`src/rtl/usb_pkg.sv`:
```
// Shared USB definitions: packet IDs from usb_rx / to usb_tx, the protocol
// controller state encoding, and common constants.
package usb_pkg;

    localparam int unsigned USB_MAX_PKT = 64;

    typedef enum logic [2:0] {
        RX_NONE  = 3'd0,
        RX_OUT   = 3'd1,
        RX_IN    = 3'd2,
        RX_DATA0 = 3'd3,
        RX_DATA1 = 3'd4,
        RX_ACK   = 3'd5,
        RX_NAK   = 3'd6,
        RX_BAD   = 3'd7
    } rx_pid_t;

    typedef enum logic [2:0] {
        TX_NONE  = 3'd0,
        TX_DATA0 = 3'd1,
        TX_DATA1 = 3'd2,
        TX_ACK   = 3'd3,
        TX_NAK   = 3'd4
    } tx_pid_t;

    typedef enum logic [2:0] {
        IDLE,
        OUT_WAIT,
        SEND_HS,
        SEND_DATA,
        TX_WAIT,
        ACK_WAIT
    } ctrl_state_t;

    // DATA PID to transmit for a given data toggle (0 = DATA0).
    function automatic tx_pid_t data_pid(input logic toggle);
        return toggle ? TX_DATA1 : TX_DATA0;
    endfunction

    function automatic logic is_data(input rx_pid_t pid);
        return (pid == RX_DATA0) || (pid == RX_DATA1);
    endfunction

endpackage

```
`src/rtl/usb_timeout_counter.sv`:
```
// Clear/enable counter that wraps at LIMIT and flags the terminal count.
module usb_timeout_counter #(
    parameter int unsigned LIMIT = 1024
) (
    input  logic clk,
    input  logic n_rst,
    input  logic clear,
    input  logic enable,
    output logic expired
);

    localparam int unsigned W = (LIMIT > 1) ? $clog2(LIMIT) : 1;
    localparam logic [W-1:0] LAST = W'(LIMIT - 1);

    logic [W-1:0] count;

    // Count while enabled, restart from zero on clear or at the terminal value.
    always_ff @(posedge clk or negedge n_rst) begin
        if (!n_rst) begin
            count <= '0;
        end else if (clear) begin
            count <= '0;
        end else if (enable) begin
            count <= (count == LAST) ? '0 : count + 1'b1;
        end
    end

    assign expired = enable && !clear && (count == LAST);

endmodule

```
`src/rtl/usb_protocol_ctrl.sv`:
```
// Transaction sequencer between usb_rx, usb_tx and the endpoint buffer:
// chooses handshake/data responses, tracks DATA0/1 toggles, owns bus direction.
module usb_protocol_ctrl
    import usb_pkg::*;
#(
    parameter int unsigned ACK_TIMEOUT = 1024
) (
    input  logic       clk,
    input  logic       n_rst,
    input  logic [2:0] rx_packet,
    input  logic       rx_done,
    input  logic       rx_err,
    input  logic       tx_done,
    input  logic       tx_data_pending,
    input  logic       rx_data_read,
    output logic [2:0] tx_packet,
    output logic       tx_start,
    output logic       d_mode,
    output logic       clear_buffer,
    output logic       rx_data_ready,
    output logic       tx_ack,
    output logic       tx_error,
    output logic       rx_error
);

    ctrl_state_t state, state_n;
    tx_pid_t     pkt_q, pkt_n;
    rx_pid_t     pid;

    logic rx_ok;
    logic start_n, dmode_n, clr_n, tack_n, terr_n, rerr_n;
    logic set_ready;
    logic rx_tog, rx_tog_n;
    logic tx_tog, tx_tog_n;
    logic nak_pend, nak_pend_n;
    logic tmr_clear, tmr_en, tmr_expired;

    assign pid       = rx_pid_t'(rx_packet);
    // Packets seen while we drive the bus are our own echo; ignore them.
    assign rx_ok     = rx_done && !d_mode;
    assign tx_packet = pkt_q;

    assign tmr_en    = (state == OUT_WAIT) || (state == ACK_WAIT);
    assign tmr_clear = !tmr_en;

    usb_timeout_counter #(
        .LIMIT(ACK_TIMEOUT)
    ) u_timer (
        .clk    (clk),
        .n_rst  (n_rst),
        .clear  (tmr_clear),
        .enable (tmr_en),
        .expired(tmr_expired)
    );

    // Next-state and next-output decode; tx_start/tx_packet/d_mode are loaded
    // on the transition into SEND_*, so they appear in the SEND_* cycle itself.
    always_comb begin
        state_n    = state;
        pkt_n      = pkt_q;
        start_n    = 1'b0;
        dmode_n    = d_mode;
        clr_n      = 1'b0;
        tack_n     = 1'b0;
        terr_n     = 1'b0;
        rerr_n     = 1'b0;
        set_ready  = 1'b0;
        rx_tog_n   = rx_tog;
        tx_tog_n   = tx_tog;
        nak_pend_n = nak_pend;

        case (state)
            IDLE: begin
                if (rx_ok && !rx_err) begin
                    if (pid == RX_OUT) begin
                        state_n    = OUT_WAIT;
                        nak_pend_n = rx_data_ready;
                    end else if (pid == RX_IN) begin
                        start_n = 1'b1;
                        dmode_n = 1'b1;
                        if (tx_data_pending) begin
                            state_n = SEND_DATA;
                            pkt_n   = data_pid(tx_tog);
                        end else begin
                            state_n = SEND_HS;
                            pkt_n   = TX_NAK;
                        end
                    end
                end
            end

            OUT_WAIT: begin
                if (rx_ok) begin
                    if (rx_err || !is_data(pid)) begin
                        rerr_n  = 1'b1;
                        clr_n   = 1'b1;
                        state_n = IDLE;
                    end else begin
                        state_n = SEND_HS;
                        start_n = 1'b1;
                        dmode_n = 1'b1;
                        if (nak_pend) begin
                            clr_n = 1'b1;
                            pkt_n = TX_NAK;
                        end else if ((pid == RX_DATA1) == rx_tog) begin
                            pkt_n     = TX_ACK;
                            set_ready = 1'b1;
                            rx_tog_n  = !rx_tog;
                        end else begin
                            clr_n = 1'b1;
                            pkt_n = TX_ACK;
                        end
                    end
                end else if (tmr_expired) begin
                    rerr_n  = 1'b1;
                    clr_n   = 1'b1;
                    state_n = IDLE;
                end
            end

            SEND_HS, SEND_DATA: begin
                state_n = TX_WAIT;
            end

            TX_WAIT: begin
                if (tx_done) begin
                    pkt_n   = TX_NONE;
                    dmode_n = 1'b0;
                    state_n = ((pkt_q == TX_DATA0) || (pkt_q == TX_DATA1)) ? ACK_WAIT : IDLE;
                end
            end

            ACK_WAIT: begin
                if (rx_ok) begin
                    state_n = IDLE;
                    if ((pid == RX_ACK) && !rx_err) begin
                        tack_n   = 1'b1;
                        tx_tog_n = !tx_tog;
                    end else begin
                        terr_n = 1'b1;
                    end
                end else if (tmr_expired) begin
                    terr_n  = 1'b1;
                    state_n = IDLE;
                end
            end

            default: state_n = IDLE;
        endcase
    end

    // State, toggles and registered outputs.
    always_ff @(posedge clk or negedge n_rst) begin
        if (!n_rst) begin
            state        <= IDLE;
            pkt_q        <= TX_NONE;
            tx_start     <= 1'b0;
            d_mode       <= 1'b0;
            clear_buffer <= 1'b0;
            tx_ack       <= 1'b0;
            tx_error     <= 1'b0;
            rx_error     <= 1'b0;
            rx_tog       <= 1'b0;
            tx_tog       <= 1'b0;
            nak_pend     <= 1'b0;
        end else begin
            state        <= state_n;
            pkt_q        <= pkt_n;
            tx_start     <= start_n;
            d_mode       <= dmode_n;
            clear_buffer <= clr_n;
            tx_ack       <= tack_n;
            tx_error     <= terr_n;
            rx_error     <= rerr_n;
            rx_tog       <= rx_tog_n;
            tx_tog       <= tx_tog_n;
            nak_pend     <= nak_pend_n;
        end
    end

    // Sticky "OUT data waiting" flag; a same-cycle set beats the read clear.
    always_ff @(posedge clk or negedge n_rst) begin
        if (!n_rst) begin
            rx_data_ready <= 1'b0;
        end else if (set_ready) begin
            rx_data_ready <= 1'b1;
        end else if (rx_data_read) begin
            rx_data_ready <= 1'b0;
        end
    end

endmodule

```
`config.mk`:
```
export PLATFORM = sky130hd
export DESIGN_NAME = usb_protocol_ctrl
export DESIGN_NICKNAME = d
export VERILOG_FILES = /design/src/rtl/usb_pkg.sv /design/src/rtl/usb_timeout_counter.sv /design/src/rtl/usb_protocol_ctrl.sv
export SDC_FILE = /design/constraint.sdc
export NUM_CORES = 1
export LEC_CHECK = 0
export CAP_MARGIN = 5
export CORE_ASPECT_RATIO = 0.6
export CORE_MARGIN = 1
export CORE_UTILIZATION = 58
export DETAILED_ROUTE_END_ITERATION = 8
export GPL_TIMING_DRIVEN = 0
export PLACE_DENSITY = 0.82
export SYNTH_ARGS = -nofsm -noshare
export SYNTH_HDL_FRONTEND = slang
export SYNTH_SLANG_ARGS = --single-unit
```
`constraint.sdc`:
```
create_clock -name clk -period 4.3 [get_ports clk]
set_clock_uncertainty 0.05 [all_clocks]
set_input_delay 1.29 -clock clk [delete_from_list [all_inputs] [get_ports clk]]
set_output_delay 1.29 -clock clk [all_outputs]
set_load 0.005 [all_outputs]
```
==> impl_results.md <==
* Metal3 WL at about 330 um
* Max Root-Sink Buffers at 2
* Post-DP HPWL at 2560 um
* Aggregate global-route resource usage at 30.1%
* Clk Latency, worst-skew pair at approximately 0.27 ns
* Number of flops mapped to enable cells by yosys at 0
* Drt first pass iters at 4
* Seq/Total Area, Yosys at 45.1%
* PwrDens at a little under 500 nW/um2
* Hold Buf Count CTS at 0
* Die H at between 40 and 50 um
* Met2 wire length at approximately 1600 um
* Hold depth at 1
* Placed Instances at slightly below 200
* Rows at 13
* Layout cells sized above 1 at around a tenth
* Fin. max-slew vios at 0
* Maximum clock rate at around 0.34 GHz
* Placer Congestion at between 0.9 and 1
* Final WL at around 3600 um
* Antenna violations before repair at 0
* Endpoints failing setup at 0
* CORE AREA at between 2000 and 2500 um2
* Worst slew pin tran at about 1.1 ns
* Footprint of the multi-input gates at around 740 um2
* Required @ worst endpoint at 4.44 ns
* Slew headroom at 23.5%
* Mapped Cells at roughly 150
* CP Launch Type: primary input
* Ys flop type: dfrtp_1
* Critical setup path kind: primary input to flop
* RR Endpoint: u_timer.count[9]$_DFF_PN0_
* Hold Crit Start: u_timer.count[0]$_DFF_PN0_
* ANT cells at 0
* Commonest cells after routing, fill and taps aside: dfrtp_1 (26), clkdlybuf4s50_1 (17), a21oi_1 (12)
* Most common cell after layout, fill and taps aside: dfrtp_1
* CTS tree: done
* Cells along the critical path: clkdlybuf4s50_1 > or4b_2 > o21ai_0 > o32ai_1 > a21oi_1
* Delay-heaviest family, CP: simple AND/OR/NAND/NOR gates
* Largest net degree at the start of global routing at 27
* Part of the cycle the worst path needs at between 60% and 70%
* Avg Inst Size Synth at between 9 and 10 um2
* Area growth from synthesis to layout at 19.3%
* Initial detailed-routing violation count at 95
* Max stage delay on crit path at roughly 0.78 ns
* Worst-path clk slew at 0.08 ns
* DIE AREA at about 2700 um2
* R2R cell count at 3
* Clk sink count at 26
* Chip width at approximately 66 um
* Worst vdd ir at approximately 0.00043 V
* Top reg by flops: u_timer.count
* Post-synth ARST share at 100%
* Net Count, Synth at ~160
* Effective utilization at floorplan at between 60% and 70%
* Final non-filler cell total at 199
* Total Neg Setup Slack at 0 ns
* Final-stage net count at 181
* WP buf/inv at 1
* Cts repair resizes at 0
* Synthesized cell area at approximately 1400 um2
* M1 WL at ~1600 um
* Hold EP: u_timer.count[0]$_DFF_PN0_
* CTS Root Cell: clkbuf_8
* Port buffer count at 17
* Yosys warnings at 0
* Vias in the first global route at 1067
* Global-route wire length before repair at ~5600 um
* Max-Cap Viols at 0
* Htree depth at 1
* Critical Path AT at about 3.1 ns
* # Post-CTS Setup Buffers at 0
* Highest-delay cell along the critical path: or4b_2
* Vias per inst at approximately 6.5
* Area taken by flip-flops and latches at 651 um2
* Crit Reg-Reg Startpoint: u_timer.count[3]$_DFF_PN0_
* Top Layer Used: met4
* Total Power at approximately 830 uW
* CP Capture Type: flop
* Routed length per instance at 18.1 um
* Final Critical Period at between 2 and 3 ns
* Total gr overflow at 0
* IO Pins at 20
* Post-route ant nets at 0
* P_leak at 0.738 nW
* Count of different cell masters after synthesis at 42
* DRC at 0
* Hold crit path type: flop to flop
* Crit Path Max Fanout at 7
* Core Util, Final at around three quarters
* Fin. Hold Viols at 0
* Max FFs per register at 10
* Num CTS Buffers at 3
* Unrepaired setup endpoints after global routing: false
* Total number of vias at 1290
* Reg-to-reg setup timing slack at about 2.2 ns
* #FFs+latches synth at 26
* Fillcell total at roughly 140
* Status: completed
[worst max path at each step]
stage | cells past startpoint | to | from | slack, ns
CTS | 5 | rx_tog$_DFFE_PN0P_ | rx_packet[2] | 1.37
detailed placement | 5 | rx_tog$_DFFE_PN0P_ | rx_packet[2] | 1.10
floorplan | 5 | rx_tog$_DFFE_PN0P_ | rx_packet[0] | 1.65
finish | 5 | tx_packet[2]$_DFFE_PN0P_ | rx_packet[2] | 1.34
global route | 5 | rx_tog$_DFFE_PN0P_ | rx_packet[2] | 1.26
global placement | 5 | rx_tog$_DFFE_PN0P_ | rx_packet[2] | 1.10
[worst reg2reg max path, stage by stage, from the launching register on]
cell and delay [ns]:
dfrtp_1 0.43, nand4_1 0.27, o31ai_1 0.99, nor2_1 0.16
[power by group]
group,switching [mW],internal [mW]
Sequential,0.0390,0.281
Clock,0.0766,0.125
Combinational,0.168,0.139
[area by class of cell]
type	count	area share (%)
Buffer	7	1.89
Clock buffer	3	2.40
Clock inverter	1	1.74
Inverter	5	1.09
Multi-Input combinational cell	110	43.1
Sequential cell	26	37.8
Tap cell	30	2.18
Timing Repair Buffer	17	9.88
[per-stage QoR]
stage,instance area [um2],setup slack (ns),hold slack [ns]
after floorplan,1440,1.65,0.383
after global placement,1650,1.10,0.396
after detailed placement,1650,1.10,0.408
after CTS,1720,1.37,0.419
after global routing,1720,1.26,0.438
final,1720,1.34,0.417
[synth_stat cells (2+ instances only)]
cell type  count  area (um2)
dfrtp_1       26         651
a21oi_1       12        60.1
nor2_1        10        37.5
o21ai_0       10        50.1
nor3_1         7        35.0
nand3_1        6        30.0
inv_1          5        18.8
xnor2_1        5        43.8
and3_1         4        25.0
clkbuf_1       4        15.0
nand2_1        4        15.0
nand2b_1       4        25.0
or3_1          4        25.0
xor2_1         4        35.0
o32ai_1        3        26.3
a211o_1        2        17.5
and2_1         2        12.5
and4b_1        2        20.0
buf_2          2        10.0
nand4_1        2        12.5
nor2b_1        2        12.5
nor3b_2        2        25.0
o211ai_1       2        15.0
o22ai_1        2        12.5
o311ai_0       2        17.5
o31ai_1        2        15.0
or4b_2         2        20.0
or4b_4         2        27.5
[routing by layer]
layer | vias to the layer above | GRT usage (%)
met4 | 0 | 7.45
met3 | 6 | 6.11
met2 | 77 | 49.5
li1 | 589 | -
met1 | 618 | 41.9
met5 | - | 0
[cell families after synthesis]
group | synth area share [%]
AOI/OAI and AO/OA | 17.9
xor gates and xnor gates | 6.59
and+or+nand+nor | 25.3
DFF | 45.1
buffers and inverters | 3.55
muxes | 0.780
adders and majority gates | 0.866
No activity file was read; power rests on OpenSTA's default activity.
